[src/rtl/sub_pkg.sv]
// Shared definitions for the bit-serial subtractor: FSM state encoding and default width.
package sub_pkg;

  localparam int DEF_WIDTH = 8;

  typedef enum logic [1:0] {
    ST_IDLE  = 2'd0,
    ST_SHIFT = 2'd1,
    ST_DONE  = 2'd2
  } state_t;

endpackage

[src/rtl/serial_subtractor_if.sv]
// Start/done operand and result bundle between an operand source (master) and the subtractor (slave).
interface serial_subtractor_if #(parameter int WIDTH = sub_pkg::DEF_WIDTH);

  logic             start;
  logic [WIDTH-1:0] a;
  logic [WIDTH-1:0] b;
  logic             bin;
  logic             busy;
  logic             done;
  logic [WIDTH-1:0] diff;
  logic             bout;

  modport master (
    output start, a, b, bin,
    input  busy, done, diff, bout
  );

  modport slave (
    input  start, a, b, bin,
    output busy, done, diff, bout
  );

endinterface

[src/rtl/full_subtractor.sv]
// One-bit full subtractor cell: d = a - b - bin, with borrow-out.
module full_subtractor (
  input  logic a,
  input  logic b,
  input  logic bin,
  output logic d,
  output logic bout
);

  assign d    = a ^ b ^ bin;
  assign bout = (~a & b) | (~(a ^ b) & bin);

endmodule

[src/rtl/serial_subtractor.sv]
// Bit-serial subtractor: one full-subtractor cell walks the operands LSB first, one bit per clock.
module serial_subtractor
  import sub_pkg::*;
#(
  parameter int WIDTH = DEF_WIDTH
) (
  input logic                clk,
  input logic                rst_n,
  serial_subtractor_if.slave bus
);

  localparam int            CW   = $clog2(WIDTH + 1);
  localparam logic [CW-1:0] LAST = CW'(WIDTH - 1);

  state_t           state;
  logic [WIDTH-1:0] ra;
  logic [WIDTH-1:0] rb;
  logic [WIDTH-1:0] result;
  logic             brw;
  logic [CW-1:0]    cnt;
  logic             busy_q;
  logic             done_q;
  logic [WIDTH-1:0] diff_q;
  logic             bout_q;

  logic             bit_d;
  logic             bit_bo;
  logic [WIDTH-1:0] next_result;

  full_subtractor u_fs (
    .a    (ra[0]),
    .b    (rb[0]),
    .bin  (brw),
    .d    (bit_d),
    .bout (bit_bo)
  );

  // Concatenate-then-shift keeps the WIDTH=1 build legal (no empty part-select).
  assign next_result = WIDTH'({bit_d, result} >> 1);

  // The last SHIFT edge writes the result outputs directly, so DONE needs no extra cycle.
  always_ff @(posedge clk or negedge rst_n) begin
    if (!rst_n) begin
      state  <= ST_IDLE;
      ra     <= '0;
      rb     <= '0;
      result <= '0;
      brw    <= 1'b0;
      cnt    <= '0;
      busy_q <= 1'b0;
      done_q <= 1'b0;
      diff_q <= '0;
      bout_q <= 1'b0;
    end else begin
      case (state)
        ST_IDLE: begin
          busy_q <= 1'b0;
          done_q <= 1'b0;
          if (bus.start) begin
            ra    <= bus.a;
            rb    <= bus.b;
            brw   <= bus.bin;
            cnt   <= '0;
            state <= ST_SHIFT;
          end
        end
        ST_SHIFT: begin
          ra     <= ra >> 1;
          rb     <= rb >> 1;
          result <= next_result;
          brw    <= bit_bo;
          cnt    <= cnt + CW'(1);
          if (cnt == LAST) begin
            state  <= ST_DONE;
            busy_q <= 1'b0;
            done_q <= 1'b1;
            diff_q <= next_result;
            bout_q <= bit_bo;
          end else begin
            busy_q <= 1'b1;
          end
        end
        ST_DONE: begin
          done_q <= 1'b0;
          state  <= ST_IDLE;
        end
        default: begin
          busy_q <= 1'b0;
          done_q <= 1'b0;
          state  <= ST_IDLE;
        end
      endcase
    end
  end

  assign bus.busy = busy_q;
  assign bus.done = done_q;
  assign bus.diff = diff_q;
  assign bus.bout = bout_q;

endmodule

[src/flat_wrapper.sv]
// flat-port wrapper written by rule: the top's interface ports become plain ports
module serial_subtractor_flat import sub_pkg::*;
#(
  parameter int WIDTH = DEF_WIDTH
)
  (clk, rst_n, bus_start, bus_a, bus_b, bus_bin, bus_busy, bus_done, bus_diff, bus_bout);
  serial_subtractor_if #(.WIDTH(WIDTH)) bus_i ();
  input logic clk;
  input logic rst_n;
  input wire logic [$bits(bus_i.start)-1:0] bus_start;
  input wire logic [$bits(bus_i.a)-1:0] bus_a;
  input wire logic [$bits(bus_i.b)-1:0] bus_b;
  input wire logic [$bits(bus_i.bin)-1:0] bus_bin;
  output wire logic [$bits(bus_i.busy)-1:0] bus_busy;
  output wire logic [$bits(bus_i.done)-1:0] bus_done;
  output wire logic [$bits(bus_i.diff)-1:0] bus_diff;
  output wire logic [$bits(bus_i.bout)-1:0] bus_bout;
  assign bus_i.start = bus_start;
  assign bus_i.a = bus_a;
  assign bus_i.b = bus_b;
  assign bus_i.bin = bus_bin;
  assign bus_busy = bus_i.busy;
  assign bus_done = bus_i.done;
  assign bus_diff = bus_i.diff;
  assign bus_bout = bus_i.bout;
  serial_subtractor #(.WIDTH(WIDTH)) u_core (.clk(clk), .rst_n(rst_n), .bus(bus_i));
endmodule
[config.mk]
export PLATFORM = sky130hd
export DESIGN_NAME = serial_subtractor_flat
export DESIGN_NICKNAME = d
export VERILOG_FILES = /design/src/rtl/sub_pkg.sv /design/src/rtl/serial_subtractor_if.sv /design/src/rtl/full_subtractor.sv /design/src/rtl/serial_subtractor.sv /design/src/flat_wrapper.sv
export SDC_FILE = /design/constraint.sdc
export NUM_CORES = 1
export LEC_CHECK = 0
export CAP_MARGIN = 10
export CORE_AREA = 2 2 67 69
export DETAILED_ROUTE_END_ITERATION = 10
export DIE_AREA = 0 0 69 71
export GPL_TIMING_DRIVEN = 1
export PLACE_DENSITY = 0.73
export SLEW_MARGIN = 20
export SYNTH_ARGS = -nofsm -noshare
export SYNTH_HDL_FRONTEND = slang
export SYNTH_SLANG_ARGS = --single-unit
[constraint.sdc]
create_clock -name clk -period 2.6 [get_ports clk]
set_input_delay 0.52 -clock clk [delete_from_list [all_inputs] [get_ports clk]]
set_output_delay 0.52 -clock clk [all_outputs]
set_load 0.02 [all_outputs]
Word-level counts from Yosys, hierarchy flattened
Cells that the tools add are included.
Operators by class
  reductions and logical operators: 5
  eq/ne operators: 5
  mux-type cells: 15
  bitwise logic cells: 7
  $add $sub $neg: 1
Operators by type and width (count)
  8-bit case mux with 2 select lines: 2
  8-bit two-way mux: 2
  4-bit case mux with 2 select lines: 1
  2-bit AND reduction: 3
  4-bit by 1-bit adder with 4-bit output (second input constant): 1
  4-bit by 3-bit == test with 1-bit output (second input constant): 1
  1-bit two-way mux: 4
  2-bit two-way mux: 2
  4-bit two-way mux: 1
  1-bit case mux with 2 select lines: 2
  2-bit case mux with 2 select lines: 1
  1-bit bitwise AND: 2
  2-bit by 1-bit == test with 1-bit output (second input constant): 1
  2-bit == test (second input constant): 1
  2-bit logical NOT: 1
  2-bit by 1-bit inequality test with 1-bit output (second input constant): 1
  2-bit inequality test (second input constant): 1
  1-bit inverter: 2
  2-bit nonzero test: 1
  1-bit XOR: 2
  1-bit OR: 1
Word-level totals
  register bits after elaboration: 42
  input port bits: 20
  word-level logic and storage cells: 43
  output and inout port bits: 11

Logic depth before layout (Yosys ltp)
  depth in word-level cells: 5
  gate-level depth with buffers: 5
  mapped depth without buffers: 4

Cells and area by module
A second synthesis with hierarchy kept.
Second synthesis, totals
  cell total of the unflattened synthesis: 159
  area total of the unflattened synthesis: 1761.7 um^2
By module, submodules not included
  serial_subtractor: cells an instance 155, sequential area each 1026.0 um^2, times used 1, area each 1730.4 um^2
  full_subtractor: cells an instance 4, sequential area each 0.0 um^2, times used 1, area each 31.3 um^2

Least setup slack after synthesis
Ideal clock, no wire load.
  path type: register to register
  from: register u_core.cnt[0]
  to: register u_core.diff_q[0] (netlist: u_core.bus.diff[0])
  arrival: 1.386 ns
  stages on the path, launching flop included: 6
  slack: 1.089 ns
  data required time: 2.475 ns
  setup time: 0.125 ns
  buffers on the path: 1
  clock period less this slack: 1.511 ns
  cell sequence: dfrtp_1 -> ha_1 -> and3b_1 -> and2_4 -> buf_8 -> mux2_4
On the way
  longest elaborated chain between the ends: 2
RTL lines
  start: declaration: line serial_subtractor.sv:20  | logic [CW-1:0] cnt;
  start signal: assignment: line serial_subtractor.sv:72  | cnt <= cnt + CW'(1);
  4-bit by 3-bit == test with 1-bit output: line serial_subtractor.sv:73  | if (cnt == LAST) begin
  2-bit AND reduction (no source line)
  end signal: assignment: line serial_subtractor.sv:77  | diff_q <= next_result;
  end: declaration: line serial_subtractor.sv:23  | logic [WIDTH-1:0] diff_q;
No other way between the ends.
A chain may end at the register's enable or synchronous reset.

Worst setup path in the final report
  from: input port bus_start
  to: register u_core.ra[1]
On the way
  longest elaborated chain between the ends: 2
RTL lines
  start: declaration: line flat_wrapper.sv:10  | input wire logic [$bits(bus_i.start)-1:0] bus_start;
  2-bit inequality test (no source line)
  2-bit AND reduction (no source line)
  end signal: assignment: line serial_subtractor.sv:60  | ra <= bus.a;
  end signal: assignment: line serial_subtractor.sv:68  | ra <= ra >> 1;
  end: declaration: line serial_subtractor.sv:16  | logic [WIDTH-1:0] ra;
No other way between the ends.

==> results.rst <==
.. list-table::
   :header-rows: 1

   * - Metric
     - Value
   * - Pwr Density
     - 1100 nW/um^2
   * - Post-CTS resize count
     - 0
   * - Post-Layout Cell Count
     - 250
   * - Number of setup violations in the final report
     - 0
   * - Final critical-path required period
     - 1820 ps
   * - Total I/O pin count
     - 31
   * - Synth area leader
     - sky130_fd_sc_hd__dfrtp_1
   * - Synth async-reset ratio
     - 100%
   * - Deepest level of the CTS H-tree
     - 2
   * - Final routed wire length divided by cell count
     - 13.2 um
   * - # placed instances
     - 242
   * - Area share of the largest cell type after synthesis
     - 56.2%
   * - Wire length of the first global-routing pass
     - 5750 um
   * - Number of antenna violations at the first check in global routing
     - 0
   * - Die width
     - 69 um
   * - GRT overflow
     - 0
   * - Dominant register cell in the synthesized netlist
     - sky130_fd_sc_hd__dfrtp_1
   * - Cell area after synthesis
     - 1830 um^2
   * - Area added between synthesis and finish
     - 22.7%
   * - Number of detailed-route iterations in the first pass
     - 4
   * - Final net count
     - 219
   * - Max transition margin
     - 40.8%
   * - Clk root buf
     - sky130_fd_sc_hd__clkbuf_8
   * - Share of the clock period used by the worst path after layout
     - 70.0%
   * - Highest attainable clock frequency
     - 0.549 GHz
   * - Net switching fraction of the power
     - 34.9%
   * - Run status
     - finished clean
   * - Last weighted congestion value of the routability-driven placer
     - 0.747
   * - Maximum fanout count along the critical path
     - 12
   * - Clock latency on the worst-skew pair
     - 290 ps
   * - Register area share after synthesis
     - 56.2%
   * - Placement Cell Area
     - 2150 um^2
   * - Overall routed net length
     - 3310 um
   * - Static leakage power
     - 0.00100 uW
   * - Overall Global Routing Usage
     - 14.8%
   * - Maximum buffer depth of the clock tree
     - 2
   * - Setup Fix Bufs, Post-CTS
     - 0
   * - Final Slew Violations
     - 0
   * - Final instance area
     - 2240 um^2
   * - Clk pwr share
     - 17.6%
   * - #FFs+latches synth
     - 41
   * - # Max-Cap Violations
     - 0
   * - Total of warnings raised by yosys
     - 0
   * - Number of antenna diodes
     - 0
   * - Number of hold violations in the final report
     - 0
   * - Type of the setup path with the least slack
     - input port to register
   * - Initial cell density of the core
     - 43.5%
   * - Die Height
     - 71 um
   * - List of cells traversed by the critical path
     - clkdlybuf4s50_1 > nor2b_1 > a22oi_1 > o21ai_0
   * - TritonCTS Buffers
     - 5
   * - Class of the worst hold path
     - input port to asynchronous set/reset pin
   * - Reg-to-reg setup timing slack
     - 830 ps
   * - Slew @ Worst Pin
     - 888 ps
   * - Per-cell via count in the routed design
     - 5.21
   * - Kind of start point of the critical path
     - input port
   * - Critical path's slowest cell
     - sky130_fd_sc_hd__clkdlybuf4s50_1
   * - CTS tree
     - done
   * - RR Startpoint
     - u_core.state[0]
   * - Die footprint
     - 4900 um^2
   * - Worst Clk Skew
     - 6.72 ps
   * - Total of hold buffers inserted after clock tree synthesis
     - 0
   * - Number of global-route vias before repair
     - 1233
   * - Internal power
     - 1610 uW
   * - Required time worst endpoint
     - 2810 ps
   * - Maximum number of pins on one net before global-route repair
     - 42
   * - Share of layout cells above drive strength 1
     - 11.6%
   * - Arrival time of the worst setup path
     - 2030 ps
   * - Part of the total power dissipated in combinational logic
     - 39.1%
   * - Average instance area after synthesis
     - 10.9 um^2
   * - Longest individual stage delay on the worst path
     - 720 ps
   * - Number of antenna-violating nets in the routed design
     - 0
   * - Capturing element type of the critical path
     - register
   * - Num rows
     - 24
   * - Portion of total power attributed to sequential cells
     - 43.3%
   * - Worst-case vdd ir drop
     - 0.000518 V
   * - Clk sink count
     - 41
   * - Clk pin slew, worst setup/hold paths
     - 80 ps
   * - Number of enable flip-flop cells after synthesis
     - 0
   * - Mapped Cells
     - 168
   * - End of the worst register-to-register path
     - u_core.bus.diff[5]
   * - Psw
     - 864 uW
   * - Fin Setup TNS
     - 0 ps
   * - Cell types occupying the most area after synthesis
     - sky130_fd_sc_hd__dfrtp_1 56%, sky130_fd_sc_hd__nand2_1 6.8%, sky130_fd_sc_hd__mux2_4 6.6%
   * - Standard cell core area
     - 4200 um^2
   * - Remaining design rule violation count
     - 0
   * - Number of input and output port buffers inserted
     - 30
   * - Number of library cell types mapped by synthesis
     - 29
   * - Logic depth of the worst register-to-register path
     - 4
   * - Synthesized netlist net count
     - 190
   * - Number of DRC markers after the initial detailed-route iteration
     - 77
   * - Setup repair after global routing missed its margin
     - false
   * - Vias after detailed routing
     - 1302
   * - HPWL after detailed placement
     - 2230 um
==> kinds of logic after synthesis <==
group / synth area share, %
fa+ha+maj: 1.78
compound gates: 16.6
mux: 7.67
simple gates: 13.1
buf+inv: 4.73
flops: 56.2
==> worst max-delay path by stage <==
stage                              end  slack (ps)  depth (start not counted)            start
global route              u_core.ra[1]         640                          4        bus_start
CTS                 u_core.bus.diff[5]         800                          4  u_core.state[0]
floorplan           u_core.bus.diff[0]        1090                          5    u_core.cnt[0]
global placement          u_core.ra[1]         540                          4        bus_start
finish                    u_core.ra[1]         780                          4        bus_start
detailed placement        u_core.ra[1]         480                          4        bus_start
==> metrics by stage <==
| stage | setup slack [ps] | total power (uW) | util, % | hold slack, ps |
|---|---|---|---|---|
| after floorplan | 1090 | 1750 | - | 224 |
| after CTS | 798 | 2510 | 53.3 | 379 |
| after global placement | 540 | 2030 | 51.0 | 458 |
| after global routing | 642 | 2660 | 53.3 | 408 |
| after detailed placement | 484 | 2070 | 51.0 | 480 |
| final | 780 | 2470 | 53.3 | 346 |
==> cells in the final DEF, fill, tap and decap left out, types with 3 or more instances in the layout <==
cell	n
sky130_fd_sc_hd__nor2_1	3
sky130_fd_sc_hd__a2bb2oi_1	3
sky130_fd_sc_hd__o21ai_0	17
sky130_fd_sc_hd__inv_1	4
sky130_fd_sc_hd__nor2b_1	9
sky130_fd_sc_hd__a21oi_1	8
sky130_fd_sc_hd__mux2_4	8
sky130_fd_sc_hd__clkbuf_8	6
sky130_fd_sc_hd__a22oi_1	14
sky130_fd_sc_hd__nand2_1	33
sky130_fd_sc_hd__clkdlybuf4s50_1	29
sky130_fd_sc_hd__buf_4	4
sky130_fd_sc_hd__dfrtp_1	41
==> synthesized netlist by cell type, types with 3 or more instances <==
| library cell | count |
|---|---|
| sky130_fd_sc_hd__dfrtp_1 | 41 |
| sky130_fd_sc_hd__clkbuf_1 | 6 |
| sky130_fd_sc_hd__a21oi_1 | 8 |
| sky130_fd_sc_hd__a2bb2oi_1 | 3 |
| sky130_fd_sc_hd__inv_1 | 4 |
| sky130_fd_sc_hd__nand2_1 | 33 |
| sky130_fd_sc_hd__buf_2 | 3 |
| sky130_fd_sc_hd__a22oi_1 | 14 |
| sky130_fd_sc_hd__nor2_1 | 3 |
| sky130_fd_sc_hd__mux2_4 | 8 |
| sky130_fd_sc_hd__o21ai_0 | 17 |
| sky130_fd_sc_hd__nor2b_1 | 9 |
==> registers in the layout, summed over array words and instances (netlist names) <==
register and cells:
u_core.bus.diff 8, u_core.ra 8, u_core.rb 8, u_core.result 7, u_core.cnt 4, u_core.state 2
u_core.brw 1, u_core.bus.bout 1, u_core.bus.busy 1, u_core.bus.done 1
==> area by class of cell <==
cell class | instances | area, um^2
inverters | 4 | 15.0
multi-input cells | 111 | 714
repair buffers | 34 | 325
clock inverters | 2 | 13.8
flip-flops and latches | 41 | 1030
clock buffers | 6 | 82.6
fillers | 390 | 1960
well taps | 52 | 65.1
==> worst max-delay path, delay by kind of cell <==
family	cells	cell delay, ps
AO/OA/AOI/OAI	2	310
buffers and inverters	1	720
AND/OR/NAND/NOR	1	480
==> layer usage <==
layer / track usage [%] / part of all wire, %
met4: 6.54 / 1.8
met5: 0 / 0
met3: 3.85 / 5.7
met2: 22.3 / 45
met1: 20.3 / 47
==> power by group through the flow <==
stage / sequential, uW / combinational (uW) / clock (uW)
final: 1070 / 967 / 434
after detailed placement: 1080 / 985 / 0
after global placement: 1070 / 956 / 0
after floorplan: 1140 / 611 / 0
after global routing: 1110 / 1080 / 476
after CTS: 1070 / 986 / 449
Note: power is estimated with default switching activity, not from simulation.
